<file path="src/rtl/priority_decoder.sv">
// Buffered 2-to-4 priority decoder: a 2-deep FIFO of {x,y,z} codes feeds a
// one-hot decoder, with saturating per-line and idle pop counters.
module priority_decoder #(
    parameter int CNT_W = 8
) (
    input  logic             clk,
    input  logic             rst_n,
    input  logic             in_valid,
    output logic             in_ready,
    input  logic             x,
    input  logic             y,
    input  logic             z,
    output logic             out_valid,
    input  logic             out_ready,
    output logic             D0,
    output logic             D1,
    output logic             D2,
    output logic             D3,
    input  logic             clr_cnt,
    input  logic [2:0]       cnt_sel,
    output logic [CNT_W-1:0] cnt_val
);

    localparam logic [CNT_W-1:0] CNT_ONE = CNT_W'(1);

    function automatic logic [CNT_W-1:0] sat_inc(input logic [CNT_W-1:0] v);
        return (&v) ? v : v + CNT_ONE;
    endfunction

    logic [2:0]       fifo_mem [2];
    logic             wr_ptr;
    logic             rd_ptr;
    logic [1:0]       count;
    logic             rdy_q;
    logic [CNT_W-1:0] cnt [5];

    logic       push;
    logic       pop;
    logic [2:0] head;
    logic [2:0] pop_idx;
    logic [3:0] lines;

    assign in_ready  = rdy_q && (count != 2'd2);
    assign out_valid = (count != 2'd0);
    assign push      = in_valid && in_ready;
    assign pop       = out_valid && out_ready;
    assign head      = fifo_mem[rd_ptr];
    // Idle codes (z=0) land in slot 4 so their x/y bits never touch a line counter.
    assign pop_idx   = head[0] ? {1'b0, head[2:1]} : 3'd4;

    always_comb begin
        lines = 4'b0000;
        if (out_valid && head[0]) begin
            lines = 4'b0001 << head[2:1];
        end
    end

    assign D0 = lines[0];
    assign D1 = lines[1];
    assign D2 = lines[2];
    assign D3 = lines[3];

    // Payload storage carries no reset; the pointers alone define what is valid.
    always_ff @(posedge clk) begin
        if (push) begin
            fifo_mem[wr_ptr] <= {x, y, z};
        end
    end

    always_ff @(posedge clk) begin
        if (!rst_n) begin
            wr_ptr <= 1'b0;
            rd_ptr <= 1'b0;
            count  <= 2'd0;
            rdy_q  <= 1'b0;
        end else begin
            rdy_q <= 1'b1;
            if (push) begin
                wr_ptr <= ~wr_ptr;
            end
            if (pop) begin
                rd_ptr <= ~rd_ptr;
            end
            case ({push, pop})
                2'b10:   count <= count + 2'd1;
                2'b01:   count <= count - 2'd1;
                default: count <= count;
            endcase
        end
    end

    always_ff @(posedge clk) begin
        if (!rst_n) begin
            for (int i = 0; i < 5; i++) begin
                cnt[i] <= '0;
            end
        end else if (clr_cnt) begin
            for (int i = 0; i < 5; i++) begin
                cnt[i] <= '0;
            end
        end else if (pop) begin
            for (int i = 0; i < 5; i++) begin
                if (pop_idx == 3'(i)) begin
                    cnt[i] <= sat_inc(cnt[i]);
                end
            end
        end
    end

    always_comb begin
        cnt_val = '0;
        case (cnt_sel)
            3'd0:    cnt_val = cnt[0];
            3'd1:    cnt_val = cnt[1];
            3'd2:    cnt_val = cnt[2];
            3'd3:    cnt_val = cnt[3];
            3'd4:    cnt_val = cnt[4];
            default: cnt_val = '0;
        endcase
    end

endmodule

</file>
<file path="config.mk">
export PLATFORM = sky130hd
export DESIGN_NAME = priority_decoder
export DESIGN_NICKNAME = d
export VERILOG_FILES = /design/src/rtl/priority_decoder.sv
export SDC_FILE = /design/constraint.sdc
export NUM_CORES = 1
export LEC_CHECK = 0
export CORE_ASPECT_RATIO = 1.1
export CORE_MARGIN = 2
export CORE_UTILIZATION = 64
export CTS_BUF_LIST = sky130_fd_sc_hd__clkbuf_4 sky130_fd_sc_hd__clkbuf_8
export DETAILED_ROUTE_END_ITERATION = 12
export PLACE_DENSITY = 0.87
export SYNTH_ARGS = -nofsm -noshare
export SYNTH_HDL_FRONTEND = slang
export SYNTH_SLANG_ARGS = --single-unit
</file>
<file path="constraint.sdc">
create_clock -name clk -period 3.2 [get_ports clk]
set_input_delay 0.64 -clock clk [delete_from_list [all_inputs] [get_ports clk]]
set_output_delay 0.64 -clock clk [all_outputs]
set_load 0.02 [all_outputs]
</file>
# Word-level counts from Yosys, hierarchy flattened
# Memories as Yosys holds them, arrays and structs flattened. A register that Yosys moved wholly into a read port is not among the register bits.
# Cells that the tools add are included.
[totals]
n_memories = 2
out_inout_bits = 14
input_bits = 11
ram_bits = 46
ff_bits = 5
wordCells = 103
[op_classes]
shift = 1
bitwise_logic = 12
n_eq_ne = 11
muxes = 53
n_reduce_logical = 13
addsub = 7
[mem_list]
columns = ["memory", "words", "width", "read_ports", "rd_clocked_by_memory_dff", "write_ports", "line", "text"]
rows = [
  ["cnt", 5, 8, 5, 0, 5, "35", "logic [CNT_W-1:0] cnt [5];"],
  ["fifo_mem", 2, 3, 1, 1, 1, "30", "logic [2:0] fifo_mem [2];"],
]
[ops]
columns = ["operator", "count"]
rows = [
  ["2-to-1 mux 8 bit", 15],
  ["adder 8 x 1 -> 8 bit (second input constant)", 5],
  ["one-hot mux 8 bit (5 select lines)", 1],
  ["AND reduction 8 bit", 5],
  ["2-to-1 mux 1 bit", 34],
  ["equality test 3 x 2 -> 1 bit (second input constant)", 4],
  ["bitwise OR 1 bit", 10],
  ["equality test 3 x 1 -> 1 bit (second input constant)", 2],
  ["equality test 3 bit (second input constant)", 2],
  ["zero test 3 bit", 2],
  ["logical AND 1 bit", 4],
  ["2-to-1 mux 4 bit", 1],
  ["one-hot mux 2 bit (2 select lines)", 1],
  ["nonzero test 2 bit", 2],
  ["left shift 1 x 2 -> 4 bit (first input constant)", 1],
  ["2-to-1 mux 3 bit", 1],
  ["adder 2 x 1 -> 2 bit (second input constant)", 1],
  ["equality test 2 x 1 -> 1 bit (second input constant)", 1],
  ["equality test 2 bit (second input constant)", 1],
  ["!= test 2 bit (second input constant)", 1],
  ["inverter 1 bit", 2],
  ["subtractor 2 x 1 -> 2 bit (second input constant)", 1],
]

# Longest topological paths before layout
# Gate-level depths: netlist (run 1).
[logic_depth]
word_depth = 8
ltp_mapped = 7
mapped_depth_nobuf = 6

# Least setup slack after synthesis (run 1)
# OpenSTA, ideal clock, no wires.
[synth_timing]
path_type = "input to output"
start = "input port cnt_sel[0]"
end = "output port cnt_val[1]"
path_buffers = 1
cell_stages = 4
arrival_time_ns = 1.612
setup_slack_ns = 0.948
required_ns = 2.560
path_cell_list = "buf_4 > nor2_1 > a22oi_1 > o22ai_1"
[synth_between]
elab_chain_len = 2
word_cells_on_any_way = 6
cone_classes = "eq/ne: 4; mux: 1; reduce/logical: 1"
[synth_rtl]
columns = ["item", "line", "text"]
rows = [
  ["start: declaration", "20", "input logic [2:0] cnt_sel,"],
  ["equality test 3 bit (tied with other cells)", "112", "case (cnt_sel)"],
  ["one-hot mux 8 bit (5 select lines) (*)", "112", ""],
  ["end: declaration", "21", "output logic [CNT_W-1:0] cnt_val"],
]
# Every way passes the cells marked *; elsewhere a longest branch is shown, timed or not.

# Worst setup path after layout (run 1)
[layout_timing]
start = "input port cnt_sel[0]"
end = "output port cnt_val[6]"
# Same word-level chain as after synthesis.

==> results of run 1 <==
metal layers:
layer  vias up  global-route usage  part of all wire
met5         -                   0                 0
met4         0               0.100             0.017
met3        10              0.0538             0.052
met2        80               0.435              0.51
met1      1103               0.351              0.42
li1       1109                   -                 -
where the power goes:
group	leakage [uW]	internal, uW	total [uW]	switching [uW]
sequential	0.000551	820	916	96.2
combinational	0.000574	164	379	215
clock	0.0000523	194	401	207
sequential cells by signal, indices dropped and copies added, names as in the netlist, named ones only:
register	flops
cnt	40
count	2
fifo_mem	6
rd_ptr	1
rdy_q	1
wr_ptr	1
worst max-delay path by stage:
stage,from,to,slack [ns],cells after the start
2_1_floorplan,cnt_sel[0],cnt_val[1],0.95,4
3_3_place_gp,cnt_sel[0],cnt_val[6],-0.03,6
3_5_place_dp,cnt_sel[0],cnt_val[0],-0.04,6
4_1_cts,cnt_sel[0],cnt_val[1],0.01,6
5_1_grt,cnt_sel[0],cnt_val[0],0.08,6
6_report,cnt_sel[0],cnt_val[6],0.16,6
worst max-delay path, cell delays in order:
cell and delay [ns]:
clkdlybuf4s50_1 0.57, buf_4 0.20, mux2_2 0.35, a22oi_1 0.19, o22ai_1 0.11, dlygate4sd2_1 0.33
final cells by class:
| type | count | area [um2] |
|---|---|---|
| flip-flops and latches | 52 | 1500 |
| multi-input cells | 205 | 1300 |
| fillers | 296 | 1030 |
| repair buffers | 34 | 313 |
| clock buffers | 8 | 97.6 |
| well taps | 54 | 67.6 |
| inverters | 11 | 41.3 |
cells in the final DEF (no fill, tap or decap), types with 3 or more instances in the layout:
cell type,Yosys,routed
nand4_1,4,4
and3_1,5,5
inv_1,11,11
mux2_2,7,7
o21ai_0,17,17
ha_1,6,6
o31ai_1,5,5
dfxtp_1,6,6
or3_1,14,14
nor2_1,31,31
o22ai_1,7,7
clkbuf_8,0,6
nand2_1,14,14
nor3_1,3,3
a22oi_1,14,14
edfxtp_1,46,46
dlygate4sd2_1,0,6
a21oi_1,16,16
clkdlybuf4s50_1,0,16
xnor2_1,8,8
nor2b_1,5,5
xor2_1,10,10
buf_4,2,10
nand3_1,20,20
cells by family (layout without fill, tap and decap cells):
family,count (synthesis),in the layout,synth area share
multiplexers,10,10,0.0418
AND/OR/NAND/NOR,103,103,0.178
XOR/XNOR,18,18,0.0542
AO/OA/AOI/OAI,68,68,0.147
flip-flops,52,52,0.517
buffers and inverters,23,53,0.0370
adder cells (fa/ha/maj),6,6,0.0258
metrics by stage:
step	instance area, um2	TNS, ns	std cells	hold slack (ns)	worst slack (ns)
after global routing	3320	0	364	0.550	0.0758
final	3320	0	364	0.518	0.160
after CTS	3310	0	364	0.525	0.00959
after floorplan	2910	0	280	0.481	0.948
after global placement	3220	-0.116	356	0.495	-0.0341
after detailed placement	3220	-0.179	356	0.503	-0.0400
what timing repair did:
item,in CTS,in global routing
gates resized for setup,6,2
endpoints found under the hold margin,0,0
endpoints found under the setup margin,6,2
==> out/qor.csv, run 1 <==
metric,value,unit
status,"finished, final reports clean",
antenna_found_initial,0,
syn-cell-area,2910,um2
r2r_cells,4,
clkLatencyLatePin,0.31,ns
synth_top_area_frac,0.475,
fp.dieH,74.7,um
fmax,0.329,GHz
cts_buffer_depth,2,
insertedDiodeCount,0,
yosys.area.top_type,edfxtp_1,
globalRoute.totalOverflow,0,
syn_nets,297,
dr.pass1.iters,4,
finalWeightedCongestion,0.774,
grt_setup_unrepaired,false,
synth_top_cells_by_area,"edfxtp_1 (48%), dfxtp_1 (4.1%), nor2_1 (4.0%)",
fin_crit_sh,0.950,
holdBufCountCts,0,
synth_most_common_cell,edfxtp_1,
drt_iter0_drc,217,
die_w,68.3,um
finalSetupViolations,0,
clock-skew-final,0.00876,ns
clk_pin_slew,0.09,ns
power.density,511,nW/um2
crit_required,2.56,ns
finalHoldViolations,0,
viasPerCell,6.32,
finalMaxSlewViolations,0,
worstHoldStart,rd_ptr,
synth.distinct_cells,40,
h-tree-depth,2,
r2r_setup_slack,0.98,ns
period_needed,3.04,ns
critPathArrivalTime,2.40,ns
startpoint_type,input port,
wl_per_cell,17.3,um
final_net_count,326,
start_util,0.668,
reg2reg_to,cnt[0][26],
post-route-util,0.763,
first_global_vias,2121,
worstPathMaxFanout,8,
hold_class,reg2reg,
vias,2302,
synthFlopType,edfxtp_1,
synth_edf_count,46,
antenna_left,0,
power.total,1700,uW
remaining_drc_errors,0,
die-area,5100,um2
synthTopCellsByCount,"edfxtp_1 (46), nor2_1 (31), nand3_1 (20)",
grt_pass1_wl,9840,um
leakage,0.00118,uW
port_buffers,24,
rows,25,
ys_warn_count,0,
crit_path_end_kind,output port,
yosysSeqAreaShare,0.517,
cts.sinks,52,
reg2reg_from,cnt[0][24],
cts.root.buffer_cell,clkbuf_8,
relSlewSlack,0.228,
ir_drop,0.000419,V
groute.usage.overall,0.266,
pin_count,25,
maxCapViolCount,0,
dp.final_hpwl,4540,um
area_delta_synth_final,14.2,%
postSynthCellCount,280,
design.core.area,4350,um2
syn_area_per_cell,10.4,um2
cts_buffers,5,
async_flop_share,0,
post_cts_buffers,0,
critPathKind,in2out,
grt_max_degree,36,
layout-drive-gt1-share,0.100,
wl,6300,um
cts_tree,built,
holdPathStages,2,
worst_pin_slew,1.15,ns
ys_ff_latch,52,
Power figures use the tool's default switching activity.
==> run 2, diff against run 1 <==
Settings changed: CELL_PAD_IN_SITES_DETAIL_PLACEMENT from default to 0, CELL_PAD_IN_SITES_GLOBAL_PLACEMENT from default to 1, CORE_UTILIZATION 64 to 51, PLACE_DENSITY 0.87 to default, PLACE_DENSITY_LB_ADDON from default to 0.1.
==> run 2 against run 1 <==
Final cell count grew 6.0%. Highest routed layer unchanged. Clock-buffer cell count shrank 3. Largest cell class unchanged. First-iteration DRC count shrank 34%.
==> out/qor.csv, run 2 (same netlist as run 1, synthesis figures left out) <==
metric,value,unit
final_common_cell,edfxtp_1,
pin_count,25,
grt_pass1_wl,10200,um
grt_setup_unrepaired,false,
reg.largest.list,"cnt x40, fifo_mem x6, count x2",
dp.final_hpwl,4460,um
crit_required,2.56,ns
wl,5970,um
finalHoldViolations,0,
post_cts_buffers,0,
layout-drive-gt1-share,0.0997,
globalRoute.totalOverflow,0,
fmax,0.318,GHz
fin_crit_sh,0.982,
relSlewSlack,0.217,
placed_cell_area,3260,um2
cts_tree,built,
finalSetupViolations,0,
reg2reg_from,cnt[0][24],
fin_area,3350,um2
ir_drop,0.000299,V
fillers,496,
crit_path_end_kind,output port,
finalWeightedCongestion,0.830,
rows,28,
antenna_left,0,
critPathArrivalTime,2.50,ns
insertedDiodeCount,0,
power.density,492,nW/um2
worstHoldStart,rd_ptr,
antenna_found_initial,0,
cts_buffer_depth,2,
multi_input_area,1300,um2
cts_buffers,5,
area_delta_synth_final,15.2,%
maxCapViolCount,0,
viasPerCell,5.71,
first_global_vias,2107,
final_net_count,327,
start_util,0.535,
clk_pin_slew,0.09,ns
h-tree-depth,2,
leakage,0.00118,uW
startpoint_type,input port,
dp_cells,378,
remaining_drc_errors,0,
die_w,76.0,um
hold_slack,0.523,ns
period_needed,3.14,ns
finalSetupTns,0,ns
setup_slack,0.0567,ns
fp.dieH,83.2,um
design.core.area,5430,um2
clkLatencyLatePin,0.30,ns
preCtsSetupSlack,0.0584,ns
worstPathMaxFanout,5,
largest_register_ffs,40,
drt_iter0_drc,144,
critPathLaunch,cnt_sel[0],
grt_max_degree,36,
port_buffers,24,
finalMaxSlewViolations,0,
final_cells,386,
status,"finished, final reports clean",
dr.pass1.iters,4,
groute.usage.overall,0.201,
cts.sinks,52,
wl_per_cell,15.5,um
layout_common_cells,"edfxtp_1 (46), nor2_1 (31), nand3_1 (20), clkdlybuf4s50_1 (20), o21ai_0 (17)",
regMostFlops,cnt,
clock-skew-final,0.00748,ns
vias,2205,
critPathKind,in2out,
die-area,6320,um2
cts.root.buffer_cell,clkbuf_8,
hold_class,reg2reg,
seq_area,1500,um2
worst_pin_slew,1.16,ns
[run 2: cell types whose count changed in the layout (fill, tap and decap cells not counted)]
cell,delta
dlygate4sd2_1,-6
clkdlybuf4s50_1,+4
clkbuf_4,-2
clkinv_2,+2
dlymetal6s2s_1,+2
buf_4,+1
clkbuf_8,-1
clkinv_1,+1
[run 2: per-stage QoR]
step                      power (uW)  utilization
final                           1650        0.617
after detailed placement        1310        0.600
after global placement          1300        0.600
after floorplan                 1170            -
after CTS                       1660        0.615
after global routing            1740        0.617
[run 2: power breakdown]
| group | leakage, uW | switching, uW | total (uW) | internal (uW) |
|---|---|---|---|---|
| clock | 0.0000453 | 211 | 360 | 149 |
| sequential | 0.000551 | 94.2 | 914 | 819 |
| combinational | 0.000580 | 205 | 373 | 169 |
| total | 0.00118 | 510 | 1650 | 1140 |
[run 2: worst paths after layout]
| kind | end | slack, ns | cells past startpoint |
|---|---|---|---|
| worst max-delay path | cnt_val[4] | 0.06 | 6 |
| worst min-delay path | rd_ptr | 0.52 | 2 |
| worst max register to register | cnt[0][31] | 0.99 | 4 |
| worst min register to register | rd_ptr | 0.52 | 2 |
[run 2: cell type report]
cell class              count  area share
repair buffers             35      0.0994
inverters                  11      0.0123
flip-flops and latches     52       0.448
well taps                  75      0.0280
clock buffers               5      0.0205
clock inverters             3     0.00411
multi-input cells         205       0.387
[run 2: repair_timing]
item	4_1_cts	5_1_grt
endpoints found under the setup margin	0	5
hold buffers	0	0
resized for setup	0	4
[run 2: routing by layer]
| layer | wire, um | global-route usage | vias up | part of all wire |
|---|---|---|---|---|
| met5 | 0 | 0 | - | 0 |
| met4 | 71 | 0.0496 | 0 | 0.012 |
| met3 | 239 | 0.0348 | 7 | 0.040 |
| met2 | 2900 | 0.328 | 36 | 0.49 |
| met1 | 2760 | 0.283 | 1048 | 0.46 |
| li1 | - | - | 1114 | - |
[run 2: critical path, cell delays in order]
cell and delay [ns]:
clkdlybuf4s50_1 0.54, buf_4 0.17, mux2_2 0.34, a22oi_1 0.17, o22ai_1 0.11, clkdlybuf4s50_1 0.54
==> run 3, diff against run 2 <==
Settings changed: GPL_TIMING_DRIVEN from default to 0.
==> run 3 against run 2 <==
Design area shrank 0.86%. Critical path depth is 1 higher. First-iteration DRC count rose by 55%. Worst setup slack improved by 0.11 ns. Global-route usage rose by 1.5 points. Total power grew 2.2%. Non-clock buffer count rose by 1. Highest routed layer unchanged.
==> out/qor.csv, run 3 (same netlist as run 1, synthesis figures left out) <==
metric,value,unit
status,"finished, final reports clean",
final_common_cell,edfxtp_1,
clkLatencyLatePin,0.31,ns
first_global_vias,2134,
ir_drop,0.000309,V
maxCapViolCount,0,
power.density,507,nW/um2
dp_cells,378,
startpoint_type,input port,
worstPathMaxFanout,10,
insertedDiodeCount,0,
worst_pin_slew,1.24,ns
crit_family,buffers and inverters,
h-tree-depth,2,
setup_slack,0.164,ns
critPathArrivalTime,2.40,ns
reg.largest.list,"cnt x40, fifo_mem x6, count x2",
hold_class,reg2reg,
period_needed,3.04,ns
combPwrFrac,0.236,
fmax,0.329,GHz
die_w,76.0,um
wl_per_cell,16.6,um
grt_max_degree,15,
cts_buffers,5,
die-area,6320,um2
cts_tree,built,
pin_count,25,
relSlewSlack,0.169,
multi_input_area,1300,um2
path_cells,clkdlybuf4s50_1 > buf_2 > nor2b_1 > clkbuf_1 > a22oi_1 > o22ai_1 > dlygate4sd2_1,
grt_setup_unrepaired,false,
largest_register_ffs,40,
p_clk_frac,0.227,
globalRoute.totalOverflow,0,
cts_resized,9,
power.share.sequential,0.537,
p_int,1160,uW
slowest_delay,0.47,ns
vias,2267,
critPathSlowestCell,clkdlybuf4s50_1,
fillers,470,
drt_iter0_drc,223,
holdBufCountCts,0,
port_buffers,23,
viasPerCell,5.86,
remaining_drc_errors,0,
design.core.area,5430,um2
finalMaxSlewViolations,0,
crit_buf_inv,4,
preCtsSetupSlack,-0.154,ns
groute.usage.overall,0.217,
layout_common_cells,"edfxtp_1 (46), nor2_1 (30), nand3_1 (20), o21ai_0 (17), a21oi_1 (16)",
antenna_found_initial,0,
dr.pass1.iters,4,
seq_area,1500,um2
finalHoldViolations,0,
antenna_left,0,
area_delta_synth_final,14.2,%
fin_crit_sh,0.949,
cts.root.buffer_cell,clkbuf_8,
cts.sinks,52,
final_cells,387,
grt_pass1_wl,10800,um
leakage,0.00115,uW
clk_pin_slew,0.09,ns
p_sw_frac,0.312,
rows,28,
start_util,0.535,
post_cts_buffers,0,
crit_required,2.56,ns
layout-drive-gt1-share,0.0994,
regMostFlops,cnt,
clock-skew-final,0.0150,ns
post-route-util,0.612,
critPathKind,in2out,
finalSetupViolations,0,
crit_path_end_kind,output port,
finalWeightedCongestion,0.802,
dp.final_hpwl,4830,um
p_sw,525,uW
wl,6430,um
cts_buffer_depth,2,
final_net_count,328,
fp.dieH,83.2,um
## run 3: routing by layer
metal	GRT usage	vias to the layer above	part of all wire
met4	0.0810	0	0.021
met3	0.0359	9	0.056
met1	0.291	1078	0.45
met5	0	-	0
li1	-	1116	-
met2	0.354	64	0.48
## run 3: per-stage QoR
stage	instance area [um2]	hold WS [ns]	total power (uW)	setup TNS (ns)
6_report	3320	0.536	1680	0
3_3_place_gp	3230	0.501	1310	-1.16
3_5_place_dp	3230	0.505	1320	-0.997
2_1_floorplan	2910	0.481	1170	0
4_1_cts	3310	0.538	1690	0
5_1_grt	3320	0.591	1770	0
## run 3: power groups by stage
| stage | Clock (uW) | Combinational [uW] | Sequential [uW] |
|---|---|---|---|
| CTS | 394 | 399 | 902 |
| finish | 383 | 397 | 903 |
| detailed placement | 0 | 403 | 918 |
| floorplan | 0 | 275 | 891 |
| global placement | 0 | 397 | 916 |
| global route | 415 | 439 | 917 |
## run 3: worst paths after layout
path              startpoint         end  slack [ns]  cells past startpoint
setup / recovery  cnt_sel[2]  cnt_val[2]        0.16                      7
hold reg to reg       rd_ptr    register        0.54                      2
setup reg to reg    count[0]  cnt[0][15]        0.80                      5
hold / removal        rd_ptr    register        0.54                      2
## run 3: layout make-up
cell class | instances | share of cell area
plain buffers | 12 | 0.0203
clock buffers | 7 | 0.0252
clock inverters | 1 | 0.00113
inverters | 11 | 0.0124
multi-input cells | 205 | 0.391
flip-flops and latches | 52 | 0.452
well taps | 75 | 0.0283
repair buffers | 24 | 0.0690
## run 3: worst min-delay path, stage by stage, from the launching register on
cell,delay [ns]
dfxtp_1,0.34
xnor2_1,0.09
nor2_1,0.08
